## src/rtl/ddr3_timer_bank.sv

```systemverilog
// Bank of independent down-counting delay timers for the DDR3 controller.
// Each channel runs one-shot or periodic (auto-reload) and emits a one-cycle
// registered expired pulse; a global pause freezes all decrements.
module ddr3_timer_bank #(
   parameter int unsigned NUM_CH = 4,
   parameter int unsigned WIDTH  = 16
) (
   input  logic                    clock,
   input  logic                    reset,
   input  logic [NUM_CH-1:0]       load,
   input  logic [NUM_CH*WIDTH-1:0] load_val,
   input  logic [NUM_CH-1:0]       periodic,
   input  logic [NUM_CH-1:0]       clear,
   input  logic                    pause,
   output logic [NUM_CH*WIDTH-1:0] count,
   output logic [NUM_CH-1:0]       busy,
   output logic [NUM_CH-1:0]       expired,
   output logic                    any_busy
);

   typedef enum logic {StIdle, StRun} state_e;

   state_e                  state_q [NUM_CH];
   state_e                  state_d [NUM_CH];
   logic [NUM_CH*WIDTH-1:0] count_q, count_d;
   logic [NUM_CH*WIDTH-1:0] reload_q, reload_d;
   logic [NUM_CH-1:0]       mode_q, mode_d;
   logic [NUM_CH-1:0]       expired_q, expired_d;

   // Per-channel next state: clear beats load, load beats decrement.
   always_comb begin
      count_d   = count_q;
      reload_d  = reload_q;
      mode_d    = mode_q;
      expired_d = '0;
      for (int i = 0; i < NUM_CH; i++) begin
         state_d[i] = state_q[i];
         if (clear[i]) begin
            state_d[i]                 = StIdle;
            count_d[i*WIDTH +: WIDTH] = '0;
         end else if (load[i]) begin
            if (load_val[i*WIDTH +: WIDTH] != '0) begin
               count_d[i*WIDTH +: WIDTH]  = load_val[i*WIDTH +: WIDTH];
               reload_d[i*WIDTH +: WIDTH] = load_val[i*WIDTH +: WIDTH];
               mode_d[i]                  = periodic[i];
               state_d[i]                 = StRun;
            end else begin
               // Zero delay: expire immediately without entering RUN.
               expired_d[i]               = 1'b1;
               state_d[i]                 = StIdle;
               count_d[i*WIDTH +: WIDTH] = '0;
            end
         end else if (state_q[i] == StRun && !pause) begin
            if (count_q[i*WIDTH +: WIDTH] == WIDTH'(1)) begin
               expired_d[i] = 1'b1;
               if (mode_q[i]) begin
                  count_d[i*WIDTH +: WIDTH] = reload_q[i*WIDTH +: WIDTH];
               end else begin
                  count_d[i*WIDTH +: WIDTH] = '0;
                  state_d[i]                 = StIdle;
               end
            end else begin
               count_d[i*WIDTH +: WIDTH] = count_q[i*WIDTH +: WIDTH] - WIDTH'(1);
            end
         end
      end
   end

   // State registers with asynchronous reset that aborts every channel.
   always_ff @(posedge clock or posedge reset) begin
      if (reset) begin
         for (int i = 0; i < NUM_CH; i++) begin
            state_q[i] <= StIdle;
         end
         count_q   <= '0;
         reload_q  <= '0;
         mode_q    <= '0;
         expired_q <= '0;
      end else begin
         for (int i = 0; i < NUM_CH; i++) begin
            state_q[i] <= state_d[i];
         end
         count_q   <= count_d;
         reload_q  <= reload_d;
         mode_q    <= mode_d;
         expired_q <= expired_d;
      end
   end

   // Status outputs decoded from the state registers.
   always_comb begin
      for (int i = 0; i < NUM_CH; i++) begin
         busy[i] = (state_q[i] == StRun);
      end
   end

   assign any_busy = |busy;
   assign count    = count_q;
   assign expired  = expired_q;

endmodule

```

## config.mk

```make
export PLATFORM = sky130hd
export DESIGN_NAME = ddr3_timer_bank
export DESIGN_NICKNAME = d
export VERILOG_FILES = /design/src/rtl/ddr3_timer_bank.sv
export SDC_FILE = /design/constraint.sdc
export NUM_CORES = 1
export LEC_CHECK = 0
export CORE_MARGIN = 2
export CORE_UTILIZATION = 59
export CTS_BUF_LIST = sky130_fd_sc_hd__clkbuf_2
export DETAILED_ROUTE_END_ITERATION = 6
export DONT_BUFFER_PORTS = 1
export GPL_ROUTABILITY_DRIVEN = 0
export GPL_TIMING_DRIVEN = 0
export PLACE_DENSITY = 0.74
export SLEW_MARGIN = 20
export SYNTH_ARGS = -nofsm -noshare
export SYNTH_HDL_FRONTEND = slang
export SYNTH_SLANG_ARGS = --single-unit
```

## constraint.sdc

```tcl
create_clock -name clock -period 4.55 [get_ports clock]
set_input_delay 0.2275 -clock clock [delete_from_list [all_inputs] [get_ports clock]]
set_output_delay 0.2275 -clock clock [all_outputs]
set_load 0.01 [all_outputs]
```

; Word level (Yosys, flattened, before mapping)
; Cells that the tools add are included.
[totals]
ff_bits = 140
inputBits = 79
output_inout_bits = 73
[op_classes]
n_addsub = 4
eq_ne = 8
n_mux = 68
n_bitwise = 4
n_reduce_logical = 26
[ops]
columns = operator, n
row1 = two-way mux 16 bit, 24
row2 = "equality test 16 x 1 -> 1 bit, second input constant", 4
row3 = nonzero test 16 bit, 4
row4 = "subtractor 16 x 1 -> 16 bit, second input constant", 4
row5 = two-way mux 1 bit, 44
row6 = AND reduction 3 bit, 8
row7 = nonzero test 3 bit, 8
row8 = "inequality test 3 bit, second input constant", 4
row9 = logical AND 1 bit, 4
row10 = NOT 1 bit, 4
row11 = OR reduction 4 bit, 1
row12 = zero test 1 bit, 1

; Depth between registers and ports, before layout
; Gate-level depths: netlist (run 1).
[depth]
word_depth = 5
mapped_depth = 10
depth_no_buf = 8

; Worst setup path after synthesis (run 1)
; Ideal clock, no wire load.
[synth_timing]
kind = flip-flop to flip-flop
from = reg count_q[50], in the netlist count[50]
to = reg count_q[48], in the netlist count[48]
setup_ps = 134
t_arrival_ps = 1813
t_required_ps = 4416
setup_slack_ps = 2603
stages_incl_launch_ff = 7
n_path_buf = 0
synth_period_minus_slack_ps = 1947
path_cell_list = dfrtp_1 > nor4_4 > nand4b_4 > nor3_4 > nor2_1 > a311oi_1 > o22ai_1
[synth_between]
elab_chain_cells = 5
[synth_rtl]
columns = element, line
row1 = "start, declared", 25  ; logic [NUM_CH*WIDTH-1:0] count_q, count_d;
row2 = "start signal, assigned", 83  ; count_q <= count_d;
row3 = equality test 16 x 1 -> 1 bit, 54  ; if (count_q[i*WIDTH +: WIDTH] == WIDTH'(1)) begin
row4 = two-way mux 16 bit, 54
row5 = two-way mux 16 bit, 53  ; end else if (state_q[i] == StRun && !pause) begin
row6 = two-way mux 16 bit, 41  ; end else if (load[i]) begin
row7 = two-way mux 16 bit, 38  ; if (clear[i]) begin
; Every way passes these cells. The select of a mux whose other input is x is not followed.
; A chain may end at the register's enable or synchronous reset.

; Final worst setup path (run 1)
[layout_timing]
from = reg count_q[50], in the netlist count[50]
to = reg state_q (netlist bit busy[3])
[layout_between]
elab_chain_cells = 3
[layout_rtl]
columns = element, line
row1 = equality test 16 x 1 -> 1 bit, 54
row2 = nonzero test 3 bit (no source line), n/a
row3 = AND reduction 3 bit (no source line), n/a
row4 = "end signal, assigned by index", 73  ; state_q[i] <= StIdle;
row5 = "end signal, assigned by index", 81  ; state_q[i] <= state_d[i];
row6 = "end, declared", 23  ; state_e state_q [NUM_CH];
; Every way passes these cells.

==> out/summary.txt, run 1 <==
Status - finished clean
Cts repair resizes - 0
P per Cell Area - 324.7 mW/mm2
Async SR Flop Fraction - 100.0%
Synth Area per Inst - 9.016 um2
Fin. max-slew vios - 0
Num CTS Buffers - 17
Longest Clk Path Bufs - 2
Die area - 0.01444 mm2
Post-DP Area - 0.008217 mm2
Vias in the first global route - 7624
Worst-path clk slew - 0.21 ns
DR iter-0 viols - 1176
Height of the die - 120.2 um
Switching power - 1078 uW
Total setup buffers inserted after CTS - 0
Synth top area cells - dfrtp_1 44%, mux2_2 5.0%, o21ai_0 4.5%
Max-cap viol count - 0
Mapped cell area - 0.007961 mm2
Share of layout cells above drive strength 1 - 10.53%
Sequential fraction of the synthesis area - 44.00%
Worst-Margin Slew - 1.136 ns
Reg-to-reg startpoint - count[50]$_DFFE_PP0P_
EDFF count, synth - 0
Routed vias - 7736
Crit. End Element - flop
WL per Instance - 20.27 um
Initial Util - 60.36%
CP Launch Point - count[50]$_DFFE_PP0P_
Clock share of power - 24.8%
Total number of placement rows - 42
CP Data Required Time - 5.18 ns
Yosys top cell area share - 44.00%
P&R area growth vs syn - 19.08%
Clk sinks - 140
Syn. warnings - 0
Final wirelength - 24.20 mm
Final setup fails - 0
Logic pwr share - 23.3%
Vias per inst - 6.479
Layout net count - 1092
Top Ports - 152
Initial antenna violation count - 2
First-pass GRT wire length - 39.10 mm
CP arrival - 3.80 ns
Placed insts - 1060
Die width - 120.2 um
CP Class - flop to flop
Most used flip-flop cell after synthesis - dfrtp_1
Post-route cell area - 0.009480 mm2
P_int - 2000 uW
Achievable Freq - 315.3 MHz
I/O Buffers - 0
Gr usage total - 34.29%
Non-Filler Instances - 1194
Sw frac - 35.01%
Peak supply drop - 0.2114 mV
Core area - 0.01319 mm2
Worst-skew pair later-pin latency - 0.71 ns
TritonRoute pass-1 iters - 6
CTS root buf - clkbuf_2
CTS tree - built
Final Cycle Share - 69.71%
Hold WC Path Type - input pin to flop
Cell count after synthesis - 883
Crit-path max FO - 10
Tmin final - 3.172 ns
Final Hold Viols - 0
FF+latch count, synth - 140
Yosys cell types - 62
Gr ovfl total - 0
Max_slew headroom - 23.70%
Hold_sp - load_val[32]
Drt drc - 0
Fin util - 71.87%
Largest net degree at the start of global routing - 75
Skew final - 0.02666 ns
Post-DRT Antenna Nets - 0
RSZ-0062 raised after global routing - false
Sequential power share - 51.9%
Area leader, netlist - dfrtp_1
Crit path launch type - flop
H-tree depth - 4
Synthesized net count - 970
Leak - 0.004006 uW
HPWL after DPL - 15.80 mm
[final timing paths]
check | endpoint | slack (ns) | depth (start not counted)
hold reg to reg | reload_q[42]$_DFFE_PP0P_ | 0.54 | 1
min in group asynchronous | expired[3]$_DFF_PP0_ | 0.61 | 3
hold / removal | expired[2]$_DFF_PP0_ | 0.07 | 3
setup / recovery | busy[3]$_DFFE_PP0P_ | 1.38 | 8
max in group asynchronous | reload_q[59]$_DFFE_PP0P_ | 3.05 | 4
setup reg to reg | busy[3]$_DFFE_PP0P_ | 1.38 | 8
[synth_stat cells (all sizes together) (15+ instances only)]
| library cell | instances |
|---|---|
| dfrtp | 140 |
| nand2 | 92 |
| nor2 | 86 |
| o21ai | 79 |
| a21oi | 52 |
| inv | 48 |
| a31oi | 36 |
| mux2 | 35 |
| clkbuf | 32 |
| nor3 | 32 |
| nor4 | 29 |
| xor2 | 23 |
| nand3 | 20 |
| buf | 17 |
| xnor2 | 15 |
[critical path, cell delays in order, from the launching register on]
cell,delay (ns)
dfrtp_1,0.54
nor4_4,0.55
nand4b_4,0.19
nand2b_4,0.19
buf_6,0.15
o311ai_0,0.25
dlygate4sd3_1,0.59
o21ai_0,0.08
dlygate4sd3_1,0.57
[layout make-up]
class	instances	area [um2]
antenna	2	5.005
buffer	49	237.7
clock buffer	17	85.08
clock inverter	13	152.6
fill	964	3710
inverter	48	187.7
multi-input combinational	646	4040
sequential	140	3503
tap	176	220.2
timing repair buffer	103	1049
[registers in the layout, indices dropped and copies added (netlist names)]
name,flops
reload_q,64
mode_q,4
busy,4
expired,4
count,64
[layout by cell type, fill, tap and decap left out, types with 12 or more instances in the layout]
cell             n
a21oi_1         51
nand2_1         92
xor2_1          23
clkbuf_2        17
nor4_1          23
xnor2_1         15
and3_1          13
nor3_1          27
nor2_1          86
dlygate4sd3_1  102
a31oi_1         36
inv_1           47
a22oi_1         12
nand4_1         13
mux2_2          35
nand3_1         20
o21ai_0         72
dfrtp_1        140
clkbuf_1        32
[layer usage]
layer | global-route usage (%) | share of wire (%) | vias to the layer above
met5 | 0 | 0 | -
met4 | 14.34 | 3.3 | 0
met3 | 11.17 | 11 | 86
met2 | 53.09 | 46 | 522
met1 | 44.39 | 39 | 3687
li1 | - | - | 3441
[power groups by stage]
stage                     logic [uW]  registers (uW)  clock network, uW
after floorplan                  478            1560                  0
after global placement           577            1600                  0
after detailed placement         600            1610                  0
after CTS                        698            1590                766
after global routing             789            1620                817
final                            718            1600                762
[per-stage QoR]
stage | hold WS [ns] | total power (uW) | worst slack, ns | setup TNS (ns)
6_report | 0.07313 | 3078 | 1.378 | 0
2_1_floorplan | 0.2856 | 2036 | 0.5696 | 0
4_1_cts | 0.02030 | 3052 | 1.410 | 0
5_1_grt | 0.06115 | 3223 | 1.219 | 0
3_5_place_dp | 0.1530 | 2212 | 2.213 | 0
3_3_place_gp | 0.3023 | 2180 | -0.7757 | -107.43
[cells by family (layout without fill, tap and decap cells)]
| group | after synthesis | after routing | share of synthesized area, % |
|---|---|---|---|
| simple gates | 327 | 327 | 21.69 |
| compound gates | 237 | 237 | 18.55 |
| flops | 140 | 140 | 44.00 |
| buf+inv | 97 | 230 | 5.249 |
| xor+xnor | 38 | 38 | 4.180 |
| mux | 36 | 36 | 5.076 |
| fa+ha+maj | 8 | 8 | 1.257 |
| other cells | 0 | 2 | 0 |
[timing repair]
item,4_1_cts,5_1_grt
endpoints found under the hold margin,280,0
setup endpoints to repair,0,0
hold buffers,102,0
Power figures use the tool's default switching activity.
==> run 2, diff against run 1 <==
PLACE_DENSITY = 0.77   (was 0.74)
clock period = 2.76 ns   (was 4.55 ns; I/O delays follow)
==> run 2 against run 1 <==
Compared with the run above:
- utilization rose by 0.17 points
- flip-flop and latch count unchanged
- die area stayed put
- register-to-register slack worse by 1.3 ns
- final area rose by 0.24%
- cell count hardly changed
- first-iteration DRC count shrank 31%
==> out/summary.txt, run 2 (same netlist as run 1, synthesis figures left out) <==
Final setup fails - 0
Die width - 120.2 um
Clk sinks - 140
Achievable Freq - 378.8 MHz
Max_slew headroom - 21.94%
Multi-input gate area - 0.004054 mm2
Sequential power share - 52.0%
Gr usage total - 32.94%
Switching power - 1733 uW
P_int - 3319 uW
Reg-to-reg startpoint - count[50]$_DFFE_PP0P_
First-pass GRT wire length - 37.45 mm
CP arrival - 3.27 ns
CP Class - flop to flop
Fin util - 72.05%
Final Cycle Share - 95.64%
Hold WC Path Type - input pin to flop
CTS root buf - clkbuf_2
Sw frac - 34.31%
FF+latch area - 0.003503 mm2
Max-cap viol count - 0
I/O Buffers - 0
WL per Instance - 19.76 um
Height of the die - 120.2 um
Core area - 0.01319 mm2
Peak supply drop - 0.4109 mV
P&R area growth vs syn - 19.36%
Vias per inst - 6.352
Die area - 0.01444 mm2
Final Hold Viols - 0
TritonRoute pass-1 iters - 6
Top Ports - 152
Fin. max-slew vios - 0
HPWL after DPL - 15.42 mm
RSZ-0062 raised after global routing - false
Setup TNS - 0 ns
Logic pwr share - 23.6%
Crit path launch type - flop
CP Data Required Time - 3.39 ns
Commonest non-fill, non-tap cell in the layout - dfrtp_1
Routed vias - 7578
Most frequent cells in the layout - 140 x dfrtp_1, 95 x dlygate4sd3_1, 92 x nand2_1, 86 x nor2_1, 72 x o21ai_0
Longest Clk Path Bufs - 2
H-tree depth - 4
Largest net degree at the start of global routing - 35
Clock share of power - 24.4%
Final wirelength - 23.57 mm
Skew final - 0.03054 ns
Vias in the first global route - 7333
Status - finished clean
Leak - 0.004021 uW
Place WS - 0.3565 ns
Share of layout cells above drive strength 1 - 11.52%
Post-DRT Antenna Nets - 0
P per Cell Area - 531.6 mW/mm2
Gr ovfl total - 0
# fillers - 974
Initial Util - 60.36%
Tmin final - 2.640 ns
Final setup margin - 0.1204 ns
Num CTS Buffers - 17
Worst-Margin Slew - 1.162 ns
Drt drc - 0
CP Launch Point - count[50]$_DFFE_PP0P_
DR iter-0 viols - 807
CTS tree - built
Crit. End Element - flop
Worst-path clk slew - 0.20 ns
Hold_sp - load_val[23]
Initial antenna violation count - 1
Layout net count - 1091
Worst-skew pair later-pin latency - 0.76 ns
Total number of placement rows - 42
Crit-path max FO - 10
==> run 2: cell types whose count changed in the layout (fill, tap and decap cells not counted), moves of 2 or more <==
cell / before / now
clkinv_2: 3 / 5
buf_12: 0 / 4
buf_4: 6 / 8
dlygate4sd3_1: 102 / 95
clkinvlp_4: 3 / 1
clkinv_4: 2 / 0
clkbuf_2: 17 / 21
==> run 2: critical path, stage by stage (launching register included) <==
cell and delay, ns:
dfrtp_1 0.54, nor4_4 0.54, nand4b_4 0.19, nand2b_4 0.19
buf_6 0.15, o311ai_0 0.27, dlygate4sd3_1 0.59, o21ai_0 0.07
==> run 2: timing repair <==
action                                 4_1_cts  5_1_grt
hold buffers                                95        1
buffers inserted                             0        2
resized for setup                            0        5
endpoints found under the hold margin      278        1
setup endpoints to repair                    0        3
==> run 2: final timing paths <==
kind / end / slack, ns / depth (start not counted)
max in group asynchronous: count[46]$_DFFE_PP0P_ / 1.82 / 5
setup reg to reg: busy[3]$_DFFE_PP0P_ / 0.12 / 7
setup / recovery: busy[3]$_DFFE_PP0P_ / 0.12 / 7
hold reg to reg: reload_q[1]$_DFFE_PP0P_ / 0.54 / 1
min in group asynchronous: mode_q[3]$_DFFE_PP0P_ / 0.55 / 4
hold / removal: expired[1]$_DFF_PP0_ / 0.07 / 3
==> run 2: final cells by class <==
type	count	area share [%]
Clock inverter	11	1.330
Clock buffer	20	1.053
Timing Repair Buffer	102	11.30
Inverter	48	1.935
Tap cell	176	2.317
Antenna cell	1	0.02633
Buffer	49	2.515
Multi-Input combinational cell	646	42.66
Sequential cell	140	36.87
==> run 2: power by group through the flow <==
stage / combinational (uW) / sequential, uW / clock (uW)
floorplan: 789 / 2570 / 0
global placement: 956 / 2650 / 0
detailed placement: 995 / 2650 / 0
CTS: 1150 / 2610 / 1240
global route: 1320 / 2660 / 1350
finish: 1190 / 2620 / 1230
==> run 2: routing by layer <==
layer / up-vias / global-route usage (%) / wire [um] / share of wire [%]
li1: 3441 / - / - / -
met2: 443 / 53.44 / 11310 / 48
met4: 0 / 11.10 / 494 / 2.1
met5: - / 0 / 0 / 0
met3: 55 / 8.698 / 2326 / 9.9
met1: 3639 / 42.91 / 9437 / 40
==> run 2: stage by stage <==
step                hold slack, ns  cells  area, um2  total power, uW
detailed placement          0.1483   1063       8273             3645
global placement            0.2158   1059       8185             3602
floorplan                   0.1961    883       7965             3357
finish                     0.06640   1193       9503             5052
global route              0.006182   1193       9503             5320
CTS                       0.004052   1189       9460             5004
